===== src/rtl/cam_frame_ctrl_if.sv =====
// cam_frame_ctrl_if: camera bus, capture control and frame-buffer write signals
interface cam_frame_ctrl_if #(parameter int ADDR_W = 19);
  logic config_done, vsync, href, start, continuous, stop;
  logic [7:0] cam_data;
  logic wr_en, busy, frame_done, frame_err;
  logic [ADDR_W-1:0] wr_addr;
  logic [15:0] wr_data;
  logic [7:0] frame_cnt;
  modport master(
    input config_done, vsync, href, cam_data, start, continuous, stop,
    output wr_en, wr_addr, wr_data, busy, frame_done, frame_err, frame_cnt
  );
  modport slave(
    output config_done, vsync, href, cam_data, start, continuous, stop,
    input wr_en, wr_addr, wr_data, busy, frame_done, frame_err, frame_cnt
  );
endinterface


===== src/rtl/cam_frame_ctrl.sv =====
// cam_frame_ctrl: camera capture sequencer packing byte pairs into RGB565 linear frame-buffer writes
module cam_frame_ctrl #(
  parameter int H_ACTIVE = 640,
  parameter int V_ACTIVE = 480,
  parameter int ADDR_W = 19
) (
  input logic pclk,
  input logic reset_n,
  cam_frame_ctrl_if.master bus
);
  // col/row saturate at limit+1 so oversized lines and frames stay detectable
  localparam int CW = $clog2(H_ACTIVE + 2);
  localparam int RW = $clog2(V_ACTIVE + 2);
  localparam logic [CW-1:0] H_L = CW'(H_ACTIVE);
  localparam logic [RW-1:0] V_L = RW'(V_ACTIVE);
  typedef enum logic [1:0] {IDLE, WAIT_BLANK, WAIT_ACTIVE, CAPTURE} state_t;
  state_t state_q, state_d;
  logic [CW-1:0] col_q, col_d;
  logic [RW-1:0] row_q, row_d;
  logic [ADDR_W-1:0] addr_q, addr_d, wr_addr_q, wr_addr_d;
  logic [7:0] hi_q, hi_d, cnt_q, cnt_d;
  logic [15:0] wr_data_q, wr_data_d;
  logic phase_q, phase_d, vsync_q, href_q, href_d;
  logic cont_q, cont_d, stop_q, stop_d, ferr_q, ferr_d;
  logic wr_en_q, wr_en_d, done_q, done_d, err_q, err_d, busy_q, busy_d;
  logic err_set;
  always_ff @(posedge pclk or negedge reset_n) begin
    if (!reset_n) begin
      state_q <= IDLE;
      col_q <= '0;
      row_q <= '0;
      addr_q <= '0;
      wr_addr_q <= '0;
      wr_data_q <= '0;
      hi_q <= '0;
      cnt_q <= '0;
      phase_q <= 1'b0;
      vsync_q <= 1'b0;
      href_q <= 1'b0;
      cont_q <= 1'b0;
      stop_q <= 1'b0;
      ferr_q <= 1'b0;
      wr_en_q <= 1'b0;
      done_q <= 1'b0;
      err_q <= 1'b0;
      busy_q <= 1'b0;
    end else begin
      state_q <= state_d;
      col_q <= col_d;
      row_q <= row_d;
      addr_q <= addr_d;
      wr_addr_q <= wr_addr_d;
      wr_data_q <= wr_data_d;
      hi_q <= hi_d;
      cnt_q <= cnt_d;
      phase_q <= phase_d;
      vsync_q <= bus.vsync;
      href_q <= href_d;
      cont_q <= cont_d;
      stop_q <= stop_d;
      ferr_q <= ferr_d;
      wr_en_q <= wr_en_d;
      done_q <= done_d;
      err_q <= err_d;
      busy_q <= busy_d;
    end
  end
  always_comb begin
    state_d = state_q;
    col_d = col_q;
    row_d = row_q;
    addr_d = addr_q;
    wr_addr_d = wr_addr_q;
    wr_data_d = wr_data_q;
    hi_d = hi_q;
    cnt_d = cnt_q;
    phase_d = phase_q;
    href_d = bus.href;
    cont_d = cont_q;
    stop_d = stop_q;
    ferr_d = ferr_q;
    wr_en_d = 1'b0;
    done_d = 1'b0;
    err_d = err_q;
    err_set = 1'b0;
    case (state_q)
      IDLE: if (bus.start && bus.config_done) begin
        state_d = WAIT_BLANK;
        err_d = 1'b0;
        cont_d = bus.continuous;
        stop_d = 1'b0;
      end
      WAIT_BLANK: if (bus.vsync) state_d = WAIT_ACTIVE;
      WAIT_ACTIVE: if (!bus.vsync) begin
        state_d = CAPTURE;
        col_d = '0;
        row_d = '0;
        addr_d = '0;
        phase_d = 1'b0;
        href_d = 1'b0;
        ferr_d = 1'b0;
      end
      CAPTURE: begin
        if (bus.stop) stop_d = 1'b1;
        if (bus.href) begin
          phase_d = ~phase_q;
          if (!phase_q) hi_d = bus.cam_data;
          else begin
            if (col_q < H_L && row_q < V_L) begin
              wr_en_d = 1'b1;
              wr_addr_d = addr_q;
              wr_data_d = {hi_q, bus.cam_data};
              addr_d = addr_q + ADDR_W'(1);
            end else err_set = 1'b1;
            if (col_q <= H_L) col_d = col_q + CW'(1);
          end
        end else if (href_q) begin
          if (row_q <= V_L) row_d = row_q + RW'(1);
          col_d = '0;
          phase_d = 1'b0;
          if (phase_q || col_q != H_L) err_set = 1'b1;
        end
        // frame end judged on this cycle's line bookkeeping so a coincident last line counts
        if (bus.vsync && !vsync_q) begin
          if (row_d == V_L && !ferr_q && !err_set) begin
            done_d = 1'b1;
            cnt_d = cnt_q + 8'd1;
          end else err_set = 1'b1;
          state_d = (!cont_q || stop_d) ? IDLE : WAIT_ACTIVE;
        end
      end
    endcase
    if ((state_q == WAIT_BLANK || state_q == WAIT_ACTIVE) && bus.stop) state_d = IDLE;
    if (state_q != IDLE && !bus.config_done) begin
      state_d = IDLE;
      wr_en_d = 1'b0;
      done_d = 1'b0;
      cnt_d = cnt_q;
      err_set = 1'b1;
    end
    ferr_d = ferr_d | err_set;
    err_d = err_d | err_set;
    busy_d = state_d != IDLE;
  end
  assign bus.wr_en = wr_en_q;
  assign bus.wr_addr = wr_addr_q;
  assign bus.wr_data = wr_data_q;
  assign bus.busy = busy_q;
  assign bus.frame_done = done_q;
  assign bus.frame_err = err_q;
  assign bus.frame_cnt = cnt_q;
endmodule


===== src/flat_wrapper.sv =====
// flat-port wrapper written by rule: the top's interface ports become plain ports
module cam_frame_ctrl_flat 
#(
  parameter int H_ACTIVE = 640,
  parameter int V_ACTIVE = 480,
  parameter int ADDR_W = 19
)
  (pclk, reset_n, bus_config_done, bus_vsync, bus_href, bus_cam_data, bus_start, bus_continuous, bus_stop, bus_wr_en, bus_wr_addr, bus_wr_data, bus_busy, bus_frame_done, bus_frame_err, bus_frame_cnt);
  cam_frame_ctrl_if #(.ADDR_W(ADDR_W)) bus_i ();
  input logic pclk;
  input logic reset_n;
  input wire logic [$bits(bus_i.config_done)-1:0] bus_config_done;
  input wire logic [$bits(bus_i.vsync)-1:0] bus_vsync;
  input wire logic [$bits(bus_i.href)-1:0] bus_href;
  input wire logic [$bits(bus_i.cam_data)-1:0] bus_cam_data;
  input wire logic [$bits(bus_i.start)-1:0] bus_start;
  input wire logic [$bits(bus_i.continuous)-1:0] bus_continuous;
  input wire logic [$bits(bus_i.stop)-1:0] bus_stop;
  output wire logic [$bits(bus_i.wr_en)-1:0] bus_wr_en;
  output wire logic [$bits(bus_i.wr_addr)-1:0] bus_wr_addr;
  output wire logic [$bits(bus_i.wr_data)-1:0] bus_wr_data;
  output wire logic [$bits(bus_i.busy)-1:0] bus_busy;
  output wire logic [$bits(bus_i.frame_done)-1:0] bus_frame_done;
  output wire logic [$bits(bus_i.frame_err)-1:0] bus_frame_err;
  output wire logic [$bits(bus_i.frame_cnt)-1:0] bus_frame_cnt;
  assign bus_i.config_done = bus_config_done;
  assign bus_i.vsync = bus_vsync;
  assign bus_i.href = bus_href;
  assign bus_i.cam_data = bus_cam_data;
  assign bus_i.start = bus_start;
  assign bus_i.continuous = bus_continuous;
  assign bus_i.stop = bus_stop;
  assign bus_wr_en = bus_i.wr_en;
  assign bus_wr_addr = bus_i.wr_addr;
  assign bus_wr_data = bus_i.wr_data;
  assign bus_busy = bus_i.busy;
  assign bus_frame_done = bus_i.frame_done;
  assign bus_frame_err = bus_i.frame_err;
  assign bus_frame_cnt = bus_i.frame_cnt;
  cam_frame_ctrl #(.H_ACTIVE(H_ACTIVE), .V_ACTIVE(V_ACTIVE), .ADDR_W(ADDR_W)) u_core (.pclk(pclk), .reset_n(reset_n), .bus(bus_i));
endmodule

===== config.mk =====
export PLATFORM = sky130hd
export DESIGN_NAME = cam_frame_ctrl_flat
export DESIGN_NICKNAME = d
export VERILOG_FILES = /design/src/rtl/cam_frame_ctrl_if.sv /design/src/rtl/cam_frame_ctrl.sv /design/src/flat_wrapper.sv
export SDC_FILE = /design/constraint.sdc
export NUM_CORES = 1
export LEC_CHECK = 0
export BUFFER_PORTS_ARGS = -buffer_cell sky130_fd_sc_hd__buf_2
export CORE_UTILIZATION = 35
export CTS_CLUSTER_SIZE = 24
export DETAILED_ROUTE_END_ITERATION = 16
export SLEW_MARGIN = 20
export SYNTH_ARGS = -nofsm -noshare
export SYNTH_HDL_FRONTEND = slang
export SYNTH_SLANG_ARGS = --single-unit

===== constraint.sdc =====
create_clock -name pclk -period 3.6 [get_ports pclk]
set_input_delay 0.54 -clock pclk [delete_from_list [all_inputs] [get_ports pclk]]
set_output_delay 0.54 -clock pclk [all_outputs]
set_load 0.02 [all_outputs]

==> run metrics, run 1 <==
fmax 0.3544 GHz; RSZ-0062 raised after global routing false; critical path peak fanout 9; Overflow after GRT 0; placed instance area 0.005505 mm^2; internal power 2.055 mW; top cell type's share of synthesized area 50.34%; syn_area_per_cell 9.492 um^2; setup skew after layout 8.563 ps; Post-synth top cells nand2_1, dfrtp_1, nor2_1, xor2_1, nand3_1; Placement Rows 43; Combinational Power Share 16.5%; Final min period 2822 ps; post-synthesis xor/xnor area fraction 5.233%; Flop pwr share 46.8%; GRT Total Usage 15.98%; leakage power 2.987 nW; compound-gate portion of the synthesized area 8.821%; initial antenna violation count 0; clock power share 36.7%; Final ANT Viol Nets 0; FILL cells 1379; Die Width 121.8 um; Routed Wire Length 11010 um; Cell variety after synth 64; CTS tree done; vias 3902; switching power 0.8045 mW; CTS Sinks 101; worst hold path type in2async; main combinational cell family by area after synthesis simple AND/OR/NAND/NOR gates; post-cts sizing count 0; DRT iter0 DRCs 202; total CTS buffers 9; maxcap violations 0; H-Tree Depth 3; core area 0.01393 mm^2; status completed; Slew headroom 40.87%; post-CTS setup buffer count 0; IO Pins 63; layout cells sized above 1 19.43%; Worst-Skew Late Latency 350 ps; die area 0.01483 mm^2; sequential share of the synthesized area 50.34%; via/cell ratio 5.054; DRT Pass-1 Iters 4; startpoint types flop; Sw Share 28.13%; Initial Utilization 36.03%; Yosys top cell by area dfrtp_1; gp weighted congestion 0.8849; largest net degree at the start of global routing 64; synth-to-layout area growth 16.10%; WHS 278.1 ps; number of flops mapped to enable cells by yosys 0; Pwr Total 2.860 mW; nets 613; Final Cell Area 0.005829 mm^2; # setup viols final 0; synthesized-area fraction occupied by adder cells 2.492%; Worst EP required 3830 ps; CTS max path bufs 2; Detailed Place HPWL 7798 um; routed length per placed instance 14.26 um; Synth async-reset ratio 100.0%; Slew Viols, Final 0; number of port buffers 62; Post-Syn Nets 555; Setup crit end kind flop; clock root buffer clkbuf_16; vias in the first global route 3867; flops & latches, synth 101; top post-synthesis cells by area dfrtp_1, nand2_1, xor2_1; DR DRC count 0; PD cells 490.6 mW/mm^2; first-pass GRT wire length 18690 um; Post-Syn Instances 529; critical path class reg2reg; Post-Synth Simple-Gate Area 26.04%; Peak VDD IR 0.2802 mV; worst slew pin tran 877.7 ps; Post-CTS Hold Buffers 0; post-synthesis mux area share 3.912%; mapped cell area 0.005021 mm^2; Sum Neg Setup Slack 0 ps; Worst EP arrival 3050 ps; Tcrit/Tclk final 78.39%; Hold Fails Final Rpt 0; Clk pin slew, worst setup/hold paths 70 ps; most common cell in the netlist nand2_1; height of the die 121.8 um; commonest register cell after synthesis dfrtp_1; Yosys warning total 0; antenna cells 0
-- flip-flops by register name (all words and copies together) (netlist names) --
register / cells
u_core.addr_q: 19
u_core.bus.busy: 1
u_core.bus.frame_cnt: 8
u_core.bus.frame_done: 1
u_core.bus.frame_err: 1
u_core.bus.wr_addr: 19
u_core.bus.wr_data: 16
u_core.bus.wr_en: 1
u_core.col_q: 10
u_core.cont_q: 1
u_core.ferr_q: 1
u_core.hi_q: 8
u_core.href_q: 1
u_core.phase_q: 1
u_core.row_q: 9
u_core.state_q: 2
u_core.stop_q: 1
u_core.vsync_q: 1
-- cells by family after synthesis --
group,Yosys count
and+or+nand+nor,270
xor gates and xnor gates,30
DFF,101
adders and majority gates,10
buffers and inverters,34
muxes,18
AOI/OAI and AO/OA,66
-- stage by stage --
stage / std cells / worst slack [ps] / util [%]
2_1_floorplan: 529 / 1107 / -
5_1_grt: 772 / 572.2 / 41.83
6_report: 772 / 778.1 / 41.83
4_1_cts: 772 / 761.7 / 41.83
3_3_place_gp: 756 / 753.8 / 39.51
3_5_place_dp: 756 / 688.1 / 39.51
-- placed cells by master (no fill, tap or decap), drive strengths merged, types with 4 or more instances in the layout --
| master | count |
|---|---|
| nand2 | 132 |
| or3 | 4 |
| nor2 | 47 |
| dfrtp | 101 |
| nor3 | 12 |
| ha | 10 |
| a21oi | 9 |
| mux2i | 5 |
| a22o | 5 |
| xor2 | 23 |
| nand4 | 8 |
| nand3 | 21 |
| xnor2 | 7 |
| o21ai | 21 |
| a22oi | 5 |
| mux2 | 13 |
| buf | 71 |
| clkbuf | 9 |
| inv | 11 |
| nand2b | 4 |
| and3 | 11 |
-- routing by layer --
metal,global-route usage (%),up-vias,part of all wire [%]
li1,-,1933,-
met1,21.31,1873,48
met2,25.49,85,46
met3,3.137,11,4.3
met4,6.173,0,1.7
met5,0,-,0
-- critical path, cell delays in order, from the launching register on --
cell and delay, ps:
dfrtp_1 500, inv_1 120, ha_1 220, nor4b_1 160
o21ai_2 270, o21ai_0 170, or4b_1 720, nor2_2 220
mux2_1 330
-- area by class of cell --
type	count	area (um^2)	share of cell area, %
Multi-Input combinational cell	394	2335	40.05
Clock inverter	7	98.84	1.696
Inverter	10	37.54	0.6439
Sequential cell	101	2527	43.36
Clock buffer	9	225.2	3.863
Timing Repair Buffer	71	380.4	6.525
Tap cell	180	225.2	3.863
-- power groups by stage --
stage	logic (mW)	registers, mW	clock network (mW)
final	0.472	1.34	1.05
after global routing	0.530	1.36	1.11
after CTS	0.478	1.34	1.08
after detailed placement	0.478	1.36	0
after global placement	0.464	1.35	0
after floorplan	0.323	1.36	0
-- path summary, 6_finish.rpt --
path	from	end	slack, ps	cells past startpoint
min in group pclk	bus_cam_data[5]	u_core.bus.wr_data[5]$_DFFE_PN0P_	390	3
worst max register to register	u_core.row_q[0]$_DFFE_PN0P_	u_core.bus.frame_cnt[1]$_DFFE_PN0P_	780	8
worst min-delay path	reset_n	u_core.bus.wr_addr[7]$_DFFE_PN0P_	280	1
max in group asynchronous	reset_n	u_core.bus.wr_addr[1]$_DFFE_PN0P_	2530	2
worst min register to register	u_core.hi_q[1]$_DFFE_PN0P_	u_core.bus.wr_data[9]$_DFFE_PN0P_	460	2
worst max-delay path	u_core.row_q[0]$_DFFE_PN0P_	u_core.bus.frame_cnt[1]$_DFFE_PN0P_	780	8
No activity file was read; power rests on OpenSTA's default activity.
==> inputs of run 2 (changes only) <==
clock period = 2.8 ns   (was 3.6 ns; I/O delays follow)
==> run 2 against run 1 <==
Effect of this change:
- sequential power rose by 28%
- sequential share of layout area fell by 0.51 points
- cell area rose by 1.2%
- combinational power rose by 37%
- maximum frequency rose by 8.9%
- clock-buffer cell count rose by 3
- critical path type unchanged
- register-to-register slack got worse by 570 ps
==> run metrics, run 2 (synthesis gave the netlist of run 1 again) <==
status completed (unchanged); Hold Fails Final Rpt 0 (unchanged); Die Width 121.8 um (unchanged); H-Tree Depth 3 (unchanged); Flop pwr share 47.3% (was 46.8%); Post-CTS Hold Buffers 0 (unchanged); IO Pins 63 (unchanged); worst hold path type in2async (unchanged); Largest stage delay, worst path 520 ps (was 720 ps); first-pass GRT wire length 18770 um (was 18690 um); layout cells sized above 1 20.60% (was 19.43%); most common cell after layout, fill and taps aside nand2_1 (unchanged); slowest CP cell or4b_1 (unchanged); Worst EP arrival 2830 ps (was 3050 ps); switching power 1.041 mW (was 0.8045 mW); DRT Pass-1 Iters 4 (unchanged); Overflow after GRT 0 (unchanged); core area 0.01393 mm^2 (unchanged); Worst EP required 3040 ps (was 3830 ps); Placed Cells 766 (was 756); worst slew pin tran 745.5 ps (was 877.7 ps); synth-to-layout area growth 17.47% (was 16.10%); Peak VDD IR 0.5480 mV (was 0.2802 mV); GRT Total Usage 16.19% (was 15.98%); antenna cells 0 (unchanged); Combinational Power Share 17.7% (was 16.5%); Tcrit/Tclk final 92.58% (was 78.39%); worst path cell trace or4b_1, nor4_1, o211a_1, nand4b_4, nor2_2, mux2_1 (was inv_1, ha_1, nor4b_1, o21ai_2, o21ai_0, or4b_1, nor2_2, mux2_1); CTS max path bufs 2 (unchanged); Setup crit end kind flop (unchanged); DRT iter0 DRCs 193 (was 202); clock root buffer clkbuf_16 (unchanged); internal power 2.602 mW (was 2.055 mW); height of the die 121.8 um (unchanged); fmax 0.3858 GHz (was 0.3544 GHz); Core Util, Final 42.33% (was 41.83%); final worst slack 207.6 ps (was 778.1 ps); clock power share 35.0% (was 36.7%); total CTS buffers 9 (unchanged); via/cell ratio 5.049 (was 5.054); leakage power 3.030 nW (was 2.987 nW); largest net degree at the start of global routing 66 (was 64); Initial Utilization 36.03% (unchanged); delay-heaviest family, CP simple AND/OR/NAND/NOR gates (unchanged); critical path class reg2reg (unchanged); DR DRC count 0 (unchanged); # setup viols final 0 (unchanged); number of port buffers 62 (unchanged); Placement Rows 43 (unchanged); CTS Sinks 101 (unchanged); CTS tree done (unchanged); Slew Viols, Final 0 (unchanged); die area 0.01483 mm^2 (unchanged); initial antenna violation count 0 (unchanged); Final min period 2592 ps (was 2822 ps); maxcap violations 0 (unchanged); CP bufs+invs 0 (was 1); Detailed Place HPWL 7874 um (was 7798 um); Sum Neg Setup Slack 0 ps (unchanged); setup skew after layout 13.20 ps (was 8.563 ps); post-CTS setup buffer count 0 (unchanged); Place WS 62.08 ps (was 688.1 ps); gp weighted congestion 0.8676 (was 0.8849); Clk pin slew, worst setup/hold paths 70 ps (about the same); routed length per placed instance 14.15 um (was 14.26 um); Routed Wire Length 11060 um (was 11010 um); Final ANT Viol Nets 0 (unchanged); vias in the first global route 3804 (was 3867); Sw Share 28.58% (was 28.13%); nets 623 (was 613); startpoint types flop (unchanged); PD cells 617.6 mW/mm^2 (was 490.6 mW/mm^2); Final Non-Filler Cells 782 (was 772); RSZ-0062 raised after global routing false (unchanged); Worst-Skew Late Latency 360 ps (was 350 ps); most frequent cells in the layout nand2_1, dfrtp_1, buf_2 (unchanged); vias 3948 (was 3902); Slew headroom 49.67% (was 40.87%); critical path peak fanout 7 (was 9)
[run 2: changes by cell type in the layout (fill, tap and decap cells not counted), sizes merged]
cell    previous run  this run
clkinv             3         1
buf               71        81
bufinv             2         1
clkbuf             9        12
[run 2: area by class of cell]
class | instances | area [um^2]
fill | 1351 | 8036
sequential | 101 | 2527
multi-input combinational | 394 | 2338
timing repair buffer | 81 | 467.9
clock buffer | 12 | 246.5
tap | 180 | 225.2
clock inverter | 4 | 55.05
inverter | 10 | 37.54
[run 2: through the flow]
| stage | area, um^2 | total power [mW] | hold WS, ps |
|---|---|---|---|
| floorplan | 5021 | 2.159 | 124.4 |
| global placement | 5593 | 2.371 | 426.9 |
| detailed placement | 5593 | 2.398 | 435.8 |
| CTS | 5894 | 3.691 | 52.83 |
| global route | 5898 | 3.841 | 69.43 |
| finish | 5898 | 3.642 | 36.43 |
[run 2: worst register-to-register path: stages, from the launching register on]
cell      delay, ps
dfrtp_1         430
or4b_1          520
nor4_1          470
o211a_1         360
nand4b_4        200
nor2_2          180
mux2_1          330
[run 2: layer usage]
layer  up-vias  track usage [%]  wire length (um)
li1       1938                -                 -
met1      1916            22.09              5292
met2        81            24.26              5019
met3        13            5.150               583
met4         0            5.170               166
met5         -                0                 0
[run 2: final timing paths]
kind	startpoint	to	slack, ps	depth (start not counted)
worst max-delay path	u_core.col_q[3]$_DFFE_PN0P_	u_core.bus.frame_cnt[1]$_DFFE_PN0P_	210	6
worst min-delay path	reset_n	u_core.bus.wr_addr[5]$_DFFE_PN0P_	40	1
worst max register to register	u_core.col_q[3]$_DFFE_PN0P_	u_core.bus.frame_cnt[1]$_DFFE_PN0P_	210	6
worst min register to register	u_core.bus.frame_cnt[7]$_DFFE_PN0P_	u_core.bus.frame_cnt[7]$_DFFE_PN0P_	460	1
max in group asynchronous	reset_n	u_core.stop_q$_DFFE_PN0P_	2030	2
min in group pclk	bus_cam_data[7]	u_core.bus.wr_data[7]$_DFFE_PN0P_	270	3
[run 2: repair_timing]
action	4_1_cts	5_1_grt
endpoints found under the hold margin	0	0
gates resized for setup	0	1
setup endpoints to repair	0	2
[run 2: power by group through the flow]
stage / Clock, mW / Sequential, mW / Combinational, mW
detailed placement: 0 / 1.75 / 0.648
finish: 1.27 / 1.72 / 0.645
CTS: 1.32 / 1.72 / 0.648
global route: 1.37 / 1.75 / 0.724
global placement: 0 / 1.74 / 0.631
floorplan: 0 / 1.74 / 0.415
